$ cat src/rtl/uart_rx_deser_if.sv
// Serial-line and received-word bundle for uart_rx_deser.
// slave = the receiver, master = the side driving the line and reading results.
interface uart_rx_deser_if #(
    parameter int unsigned DATA_WIDTH = 8
);
    logic                  RX_IN_S;
    logic [5:0]            Prescale;
    logic                  parity_enable;
    logic                  parity_type;
    logic [DATA_WIDTH-1:0] RX_OUT_P;
    logic                  RX_OUT_V;
    logic                  parity_error;
    logic                  framing_error;

    modport master (
        output RX_IN_S, Prescale, parity_enable, parity_type,
        input  RX_OUT_P, RX_OUT_V, parity_error, framing_error
    );

    modport slave (
        input  RX_IN_S, Prescale, parity_enable, parity_type,
        output RX_OUT_P, RX_OUT_V, parity_error, framing_error
    );
endinterface

$ cat src/rtl/uart_rx_deser.sv
// Oversampling UART receiver: 2-of-3 mid-bit majority, optional parity, one-cycle result pulses.
// Optional feature: define UART_RX_SYNC_EN to add a two-flop input synchronizer (+2 cycles latency).
module uart_rx_deser #(
    parameter int unsigned DATA_WIDTH = 8
) (
    input  logic            RX_CLK,
    input  logic            RST,
    uart_rx_deser_if.slave  bus
);
    localparam int unsigned BIT_CNT_W = (DATA_WIDTH > 1) ? $clog2(DATA_WIDTH) : 1;
    localparam int unsigned EDGE_W    = 6;

    typedef enum logic [2:0] {IDLE, START, DATA, PARITY, STOP} state_t;

    state_t                  state_q, state_d;
    logic [EDGE_W-1:0]       edge_q, edge_d;
    logic [EDGE_W-1:0]       presc_q, presc_d;
    logic [BIT_CNT_W-1:0]    bit_q, bit_d;
    logic                    par_en_q, par_en_d;
    logic                    par_type_q, par_type_d;
    logic [1:0]              samp_q, samp_d;
    logic [DATA_WIDTH-1:0]   shift_q, shift_d;
    logic                    par_acc_q, par_acc_d;
    logic                    par_err_q, par_err_d;
    logic [DATA_WIDTH-1:0]   rx_out_p_q, rx_out_p_d;
    logic                    rx_out_v_q, rx_out_v_d;
    logic                    perr_q, perr_d;
    logic                    ferr_q, ferr_d;
    logic                    line;

`ifdef UART_RX_SYNC_EN
    logic [1:0] sync_q;

    // Idle-high synchronizer so reset release never looks like a start bit
    always_ff @(posedge RX_CLK or posedge RST) begin
        if (RST) sync_q <= 2'b11;
        else     sync_q <= {sync_q[0], bus.RX_IN_S};
    end
    assign line = sync_q[1];
`else
    assign line = bus.RX_IN_S;
`endif

    logic [EDGE_W-1:0] half;
    logic              last_edge, samp_a, samp_b, decide, bit_val;

    always_comb begin
        half      = {1'b0, presc_q[EDGE_W-1:1]};
        last_edge = (edge_q == presc_q - EDGE_W'(1));
        samp_a    = (edge_q == half - EDGE_W'(1));
        samp_b    = (edge_q == half);
        decide    = (edge_q == half + EDGE_W'(1));
        bit_val   = (samp_q[0] & samp_q[1]) | (samp_q[0] & line) | (samp_q[1] & line);
    end

    // Next-state and registered-output logic
    always_comb begin
        state_d    = state_q;
        edge_d     = edge_q;
        presc_d    = presc_q;
        bit_d      = bit_q;
        par_en_d   = par_en_q;
        par_type_d = par_type_q;
        samp_d     = samp_q;
        shift_d    = shift_q;
        par_acc_d  = par_acc_q;
        par_err_d  = par_err_q;
        rx_out_p_d = rx_out_p_q;
        rx_out_v_d = 1'b0;
        perr_d     = 1'b0;
        ferr_d     = 1'b0;

        if (state_q != IDLE) begin
            edge_d = last_edge ? '0 : edge_q + EDGE_W'(1);
            if (samp_a) samp_d[0] = line;
            if (samp_b) samp_d[1] = line;
        end

        case (state_q)
            IDLE: begin
                edge_d = '0;
                if (!line) begin
                    // This cycle is edge 0 of the start bit
                    state_d    = START;
                    edge_d     = EDGE_W'(1);
                    presc_d    = bus.Prescale & 6'h3E;
                    par_en_d   = bus.parity_enable;
                    par_type_d = bus.parity_type;
                    bit_d      = '0;
                    par_acc_d  = 1'b0;
                    par_err_d  = 1'b0;
                end
            end
            START: begin
                if (decide && bit_val) begin
                    state_d = IDLE;
                    edge_d  = '0;
                end else if (last_edge) begin
                    state_d = DATA;
                end
            end
            DATA: begin
                if (decide) begin
                    shift_d   = {bit_val, shift_q[DATA_WIDTH-1:1]};
                    par_acc_d = par_acc_q ^ bit_val;
                end
                if (last_edge) begin
                    if (bit_q == BIT_CNT_W'(DATA_WIDTH - 1)) begin
                        bit_d   = '0;
                        state_d = par_en_q ? PARITY : STOP;
                    end else begin
                        bit_d = bit_q + BIT_CNT_W'(1);
                    end
                end
            end
            PARITY: begin
                if (decide) par_err_d = ((par_acc_q ^ bit_val) != par_type_q);
                if (last_edge) state_d = STOP;
            end
            STOP: begin
                // Return to IDLE mid stop bit so a closely following start is caught
                if (decide) begin
                    state_d = IDLE;
                    edge_d  = '0;
                    perr_d  = par_err_q;
                    ferr_d  = !bit_val;
                    if (bit_val && !par_err_q) begin
                        rx_out_v_d = 1'b1;
                        rx_out_p_d = shift_q;
                    end
                end
            end
            default: begin
                state_d = IDLE;
                edge_d  = '0;
            end
        endcase
    end

    always_ff @(posedge RX_CLK or posedge RST) begin
        if (RST) begin
            state_q    <= IDLE;
            edge_q     <= '0;
            presc_q    <= '0;
            bit_q      <= '0;
            par_en_q   <= 1'b0;
            par_type_q <= 1'b0;
            samp_q     <= '0;
            shift_q    <= '0;
            par_acc_q  <= 1'b0;
            par_err_q  <= 1'b0;
            rx_out_p_q <= '0;
            rx_out_v_q <= 1'b0;
            perr_q     <= 1'b0;
            ferr_q     <= 1'b0;
        end else begin
            state_q    <= state_d;
            edge_q     <= edge_d;
            presc_q    <= presc_d;
            bit_q      <= bit_d;
            par_en_q   <= par_en_d;
            par_type_q <= par_type_d;
            samp_q     <= samp_d;
            shift_q    <= shift_d;
            par_acc_q  <= par_acc_d;
            par_err_q  <= par_err_d;
            rx_out_p_q <= rx_out_p_d;
            rx_out_v_q <= rx_out_v_d;
            perr_q     <= perr_d;
            ferr_q     <= ferr_d;
        end
    end

    assign bus.RX_OUT_P      = rx_out_p_q;
    assign bus.RX_OUT_V      = rx_out_v_q;
    assign bus.parity_error  = perr_q;
    assign bus.framing_error = ferr_q;
endmodule

$ cat src/flat_wrapper.sv
// flat-port wrapper written by rule: the top's interface ports become plain ports
module uart_rx_deser_flat 
#(
    parameter int unsigned DATA_WIDTH = 8
)
  (RX_CLK, RST, bus_RX_IN_S, bus_Prescale, bus_parity_enable, bus_parity_type, bus_RX_OUT_P, bus_RX_OUT_V, bus_parity_error, bus_framing_error);
  uart_rx_deser_if #(.DATA_WIDTH(DATA_WIDTH)) bus_i ();
  input  logic RX_CLK;
  input  logic RST;
  input wire logic [$bits(bus_i.RX_IN_S)-1:0] bus_RX_IN_S;
  input wire logic [$bits(bus_i.Prescale)-1:0] bus_Prescale;
  input wire logic [$bits(bus_i.parity_enable)-1:0] bus_parity_enable;
  input wire logic [$bits(bus_i.parity_type)-1:0] bus_parity_type;
  output wire logic [$bits(bus_i.RX_OUT_P)-1:0] bus_RX_OUT_P;
  output wire logic [$bits(bus_i.RX_OUT_V)-1:0] bus_RX_OUT_V;
  output wire logic [$bits(bus_i.parity_error)-1:0] bus_parity_error;
  output wire logic [$bits(bus_i.framing_error)-1:0] bus_framing_error;
  assign bus_i.RX_IN_S = bus_RX_IN_S;
  assign bus_i.Prescale = bus_Prescale;
  assign bus_i.parity_enable = bus_parity_enable;
  assign bus_i.parity_type = bus_parity_type;
  assign bus_RX_OUT_P = bus_i.RX_OUT_P;
  assign bus_RX_OUT_V = bus_i.RX_OUT_V;
  assign bus_parity_error = bus_i.parity_error;
  assign bus_framing_error = bus_i.framing_error;
  uart_rx_deser #(.DATA_WIDTH(DATA_WIDTH)) u_core (.RX_CLK(RX_CLK), .RST(RST), .bus(bus_i));
endmodule
$ cat config.mk
export PLATFORM = sky130hd
export DESIGN_NAME = uart_rx_deser_flat
export DESIGN_NICKNAME = d
export VERILOG_FILES = /design/src/rtl/uart_rx_deser_if.sv /design/src/rtl/uart_rx_deser.sv /design/src/flat_wrapper.sv
export SDC_FILE = /design/constraint.sdc
export NUM_CORES = 1
export LEC_CHECK = 0
export CAP_MARGIN = 20
export CORE_MARGIN = 2
export CORE_UTILIZATION = 60
export CTS_CLUSTER_SIZE = 10
export DETAILED_ROUTE_END_ITERATION = 7
export PLACE_DENSITY = 0.88
export SLEW_MARGIN = 10
export SYNTH_ARGS = -nofsm -noshare
export SYNTH_HDL_FRONTEND = slang
export SYNTH_SLANG_ARGS = --single-unit
$ cat constraint.sdc
create_clock -name RX_CLK -period 5.2 [get_ports RX_CLK]
set_clock_uncertainty 0.2 [all_clocks]
set_input_delay 1.04 -clock RX_CLK [delete_from_list [all_inputs] [get_ports RX_CLK]]
set_output_delay 1.04 -clock RX_CLK [all_outputs]
set_load 0.005 [all_outputs]
Word-level counts from Yosys, hierarchy flattened
Index checks and enable logic that the tools add are counted.
{ "word_totals": {"input_bits": 11, "output_inout_bits": 11, "latch_bits": 0, "mem_bits_ro": 0, "n_memories": 0, "word_cells": 94, "regBits": 42, "mem_bits_rw": 0} }
{ "classes": {"multipliers": 0, "n_bitwise": 7, "magnitude_cmp": 0, "n_addsub": 5, "n_mux": 31, "div_mod_pow": 0, "n_reduce_logical": 18, "shifts": 0, "n_eq_ne": 18} }
{ "op_table": {"columns": ["cell", "count"], "rows": [
  ["3-bit 2-to-1 mux", 11],
  ["6-bit 2-to-1 mux", 4],
  ["6-bit case mux with 4 select lines", 1],
  ["6-bit equality test", 3],
  ["3-bit case mux with 5 select lines", 1],
  ["2-bit by 1-bit != test with 1-bit output, second input constant", 6],
  ["3-bit AND reduction", 4],
  ["1-bit 2-to-1 mux", 11],
  ["2-bit AND reduction", 4],
  ["5-bit by 1-bit adder with 6-bit output, second input constant", 1],
  ["6-bit by 1-bit adder with 6-bit output, second input constant", 1],
  ["3-bit by 2-bit equality test with 1-bit output, second input constant", 2],
  ["3-bit equality test, second input constant", 2],
  ["6-bit by 5-bit equality test with 1-bit output", 1],
  ["3-bit case mux with 2 select lines", 1],
  ["6-bit AND reduction", 1],
  ["5-bit by 1-bit subtractor with 6-bit output, second input constant", 1],
  ["6-bit by 1-bit subtractor with 6-bit output, second input constant", 1],
  ["1-bit case mux with 2 select lines", 2],
  ["2-bit nonzero test", 2],
  ["3-bit by 1-bit adder with 3-bit output, second input constant", 1],
  ["1-bit AND", 3],
  ["3-bit by 1-bit equality test with 1-bit output, second input constant", 1],
  ["3-bit logical NOT", 1],
  ["other kinds (10)", 13]
]} }

Longest topological paths before layout
{ "depth": {"ltp_word": 7, "mapped_depth": 9, "mapped_depth_nobuf": 8} }

Worst setup path after synthesis
OpenSTA, ideal clock, no wires.
{ "synth_timing": {"path_kind": "reg-to-reg", "from": "register u_core.presc_q[1]", "to": "register u_core.rx_out_p_q[0], in the netlist u_core.bus.RX_OUT_P[0]", "required_time_ps": 4875, "setup_slack_ps": 2114, "setup_time_ps": 125, "t_arrival_ps": 2761, "n_path_buf": 1, "period_less_slack_ps": 3086, "path_stages_with_launch": 10, "path_cell_list": "dfrtp_1 buf_4 inv_1 ha_1 xnor2_1 nand2b_1 or4b_4 or2_4 nor4b_4 mux2_2"} }
{ "synth_via": {"elab_chain_cells": 3} }
{ "synth_rtl": {"columns": ["item", "line_no", "text"], "rows": [
  ["start, declared", "uart_rx_deser.sv:17", "logic [EDGE_W-1:0] presc_q, presc_d;"],
  ["start signal, assigned", "uart_rx_deser.sv:159", "presc_q <= presc_d;"],
  ["5-bit by 1-bit adder with 6-bit output", "uart_rx_deser.sv:52", "decide = (edge_q == half + EDGE_W'(1));"],
  ["6-bit equality test", "uart_rx_deser.sv:52", null],
  ["3-bit AND reduction (no source line)", null, null],
  ["end signal, assigned", "uart_rx_deser.sv:167", "rx_out_p_q <= rx_out_p_d;"],
  ["end, declared", "uart_rx_deser.sv:25", "logic [DATA_WIDTH-1:0] rx_out_p_q, rx_out_p_d;"]
]} }
Every way passes these cells.
A chain may end at the register's enable or synchronous reset.

Worst setup path in the final report
{ "layout_timing": {"from": "register u_core.presc_q[1]", "to": "register u_core.rx_out_p_q[7], in the netlist u_core.bus.RX_OUT_P[7]"} }
Same word-level chain as after synthesis.

==> flow_summary.yaml <==
outcome:
  run_status: "complete, no violations"
setup_path:
  crit_chain: "inv_1 > ha_1 > xnor2_1 > nand2b_1 > or4b_4 > or2_4 > nor4b_4 > mux2_2"
  startpoint: "u_core.presc_q[1]"
  critical-path-top-delay-family: "simple AND/OR/NAND/NOR gates"
  rr_startpoint: "u_core.presc_q[1]"
  arrival_ps: 3470
  required_ps: 5170
  cp-start-kind: "flop"
  slowest_delay_ps: 590
  path_class: "flop to flop"
  cp.depth: 8
  worst_path_max_delay_cell: "nor4b_4"
  r2r_cells: 8
  critPathCaptureType: "flop"
  crit_fanout: 9
  crit_buf_inv: 1
logic_synthesis:
  netlist_top_cells_count: "42 x dfrtp_1, 24 x mux2_2, 11 x nand2_1"
  async_flop_share_pct: 100.0
  synth.area.top_cells: "dfrtp_1 47%, mux2_2 12%, xnor2_1 3.9%"
  ys_warn_count: 0
  synth_nets: 219
  synth_adder_area_share_pct: 3.240
  syn-instance-count: 203
  synth_top_family_by_area: "simple AND/OR/NAND/NOR gates"
  synth.distinct_cells: 47
  synthMuxAreaShare_pct: 12.07
  synth-simple-area-share_pct: 16.20
  synth.most_common_cell: "dfrtp_1"
  yosysTopAreaCellShare_pct: 46.93
  synth_xor_area_share_pct: 8.547
  yosys_most_used_dff: "dfrtp_1"
  synth_area_leader_cell: "dfrtp_1"
  ys_seq_elements: 42
  synthesis.area_um2: 2240
  synth_compound_area_share_pct: 9.832
  synth-edff-count: 0
  syn_avg_cell_area_um2: 11.03
  ys_seq_area_share_pct: 46.93
finish:
  area_growth_pct: 16.09
  antenna_cells: 0
  seqCellArea_um2: 1051
  n_fill_cell: 273
  post-route-util_pct: 71.56
  multiInputGateArea_um2: 1117
  drive_above_1_share_pct: 18.39
  finalNetCount: 238
cts:
  clk_pin_slew_worst_paths_ps: 80
  htreeDepth: 2
  cts_hold_buf: 0
  root_buffer: "clkbuf_8"
  post_cts_buffers: 0
  cts_buffers: 5
  cts_max_path_buffers: 2
  cts.sinks: 42
  cts_tree: "done"
  post_cts_resized: 0
  clock_latency_ps: 290
floorplanning:
  io_pins: 22
  initial_core_util_pct: 61.64
  fp-row-count: 22
  core-area_um2: 3633
  die-area_um2: 4237
  die-width_um: 65.10
  dieHeight_um: 65.10
global_route:
  grt_pass1_vias: 1560
  grt_pass1_wl_um: 7417
  grtUsageTotal_pct: 22.83
  grt-ovfl-total: 0
  grt_max_degree: 43
  antenna_found_initial: 0
placed_design:
  dp_hpwl_um: 2923
  port_buffers: 20
  gp_congestion: 0.9009
min_path:
  hold_start: "u_core.bus.RX_OUT_P[4]"
  hp-class: "flop to flop"
  min_delay_path_depth: 1
pwr:
  power.density_nw_per_um2: 504.5
  leakagePower_nw: 1.124
  ir_worst_vdd_uv: 416.5
timing:
  max_freq_mhz: 286.0
  finalSetupTns_ps: 0
  period_needed_ps: 3497
  min_period_over_period_pct: 67.24
  grt_setup_unrepaired: "false"
  worstMarginPinSlew_ps: 956.7
  finalHoldViolations: 0
  holdWs_ps: 312.7
  setup_violations: 0
  slew_headroom_pct: 35.99
  finalMaxSlewViolations: 0
detailed_routing:
  post_drt_wl_per_cell_um: 15.70
  routed_via_density: 5.815
  drt_iter0_drc: 154
  drt-total-wl_um: 4256
  detail_route.first_pass.iterations: 4
  drc: 0
  vias: 1576
  drt.antenna.violating_nets: 0
run:
  drv_cap: 0
[metal layers]
metal	part of all wire, %	up-vias	global-route usage (%)
met5	0	-	0
met4	2.0	0	7.031
met3	2.9	10	4.795
met2	49	31	36.47
met1	46	774	31.68
li1	-	761	-
[registers in the layout, indices dropped and copies added, names as in the netlist]
signal,count
u_core.bus.RX_OUT_P,8
u_core.shift_q,8
u_core.bus.RX_OUT_V,1
u_core.par_err_q,1
u_core.bus.framing_error,1
u_core.par_acc_q,1
u_core.par_en_q,1
u_core.bit_q,3
u_core.edge_q,6
u_core.par_type_q,1
u_core.state_q,3
u_core.samp_q,2
u_core.presc_q,5
u_core.bus.parity_error,1
[cell type report]
type	instances	area share [%]
Clock buffer	5	2.647
Clock inverter	3	2.647
Inverter	5	0.7218
Multi-Input combinational cell	146	42.97
Sequential cell	42	40.42
Tap cell	48	2.310
Timing Repair Buffer	22	8.277
[cells in the final DEF, fill, tap and decap left out, drive strengths merged, types with 2 or more instances in the layout]
master	synthesis	final
and3	3	3
a21oi	2	2
nand2b	6	6
a31oi	2	2
mux2	24	24
buf	3	2
nand2	11	11
a22o	2	2
clkbuf	7	5
nand4	4	4
dfrtp	42	42
nor3	11	11
bufinv	0	2
xor2	10	10
xnor2	11	11
o31ai	2	2
clkdlybuf4s50	0	20
nor2	10	10
ha	5	5
o211ai	2	2
nand3b	2	2
nor2b	4	4
nand3	6	6
o21ai	8	8
inv	5	5
[worst paths after layout]
check,to,slack (ps)
worst min-delay path,u_core.bus.RX_OUT_P[4],310
worst max register to register,u_core.bus.RX_OUT_P[7],1700
max in group asynchronous,u_core.presc_q[5],3480
min in group asynchronous,u_core.shift_q[7],970
worst min register to register,u_core.bus.RX_OUT_P[4],310
worst max-delay path,u_core.bus.RX_OUT_P[7],1700
[report_power, final]
group,switching [mW],leakage (nW),internal (mW)
sequential,0.117,0.562,0.390
combinational,0.258,0.493,0.242
clock,0.113,0.0683,0.192
[per-stage QoR]
| step | std cells | worst slack (ps) | instance area (um^2) | total power, mW |
|---|---|---|---|---|
| after detailed placement | 263 | 1700 | 2462 | 1.004 |
| after floorplan | 203 | 2114 | 2240 | 0.9105 |
| final | 271 | 1703 | 2600 | 1.312 |
| after global routing | 271 | 1522 | 2600 | 1.399 |
| after CTS | 271 | 1686 | 2600 | 1.314 |
| after global placement | 263 | 1781 | 2462 | 0.9757 |
[logic make-up (layout without fill, tap and decap cells)]
kind of cell             count (synthesis)  after routing
multiplexers                            24             24
AO/OA/AOI/OAI                           31             31
XOR/XNOR                                21             21
flip-flops                              42             42
AND/OR/NAND/NOR                         64             64
buffers and inverters                   15             35
adder cells (fa/ha/maj)                  6              6
[worst reg2reg max path, cell delays in order (launching register included)]
cell      delay [ps]
dfrtp_1          520
inv_1            110
ha_1             360
xnor2_1          240
nand2b_1          90
or4b_4           570
or2_4            300
nor4b_4          590
mux2_2           410
Power figures use the tool's default switching activity.
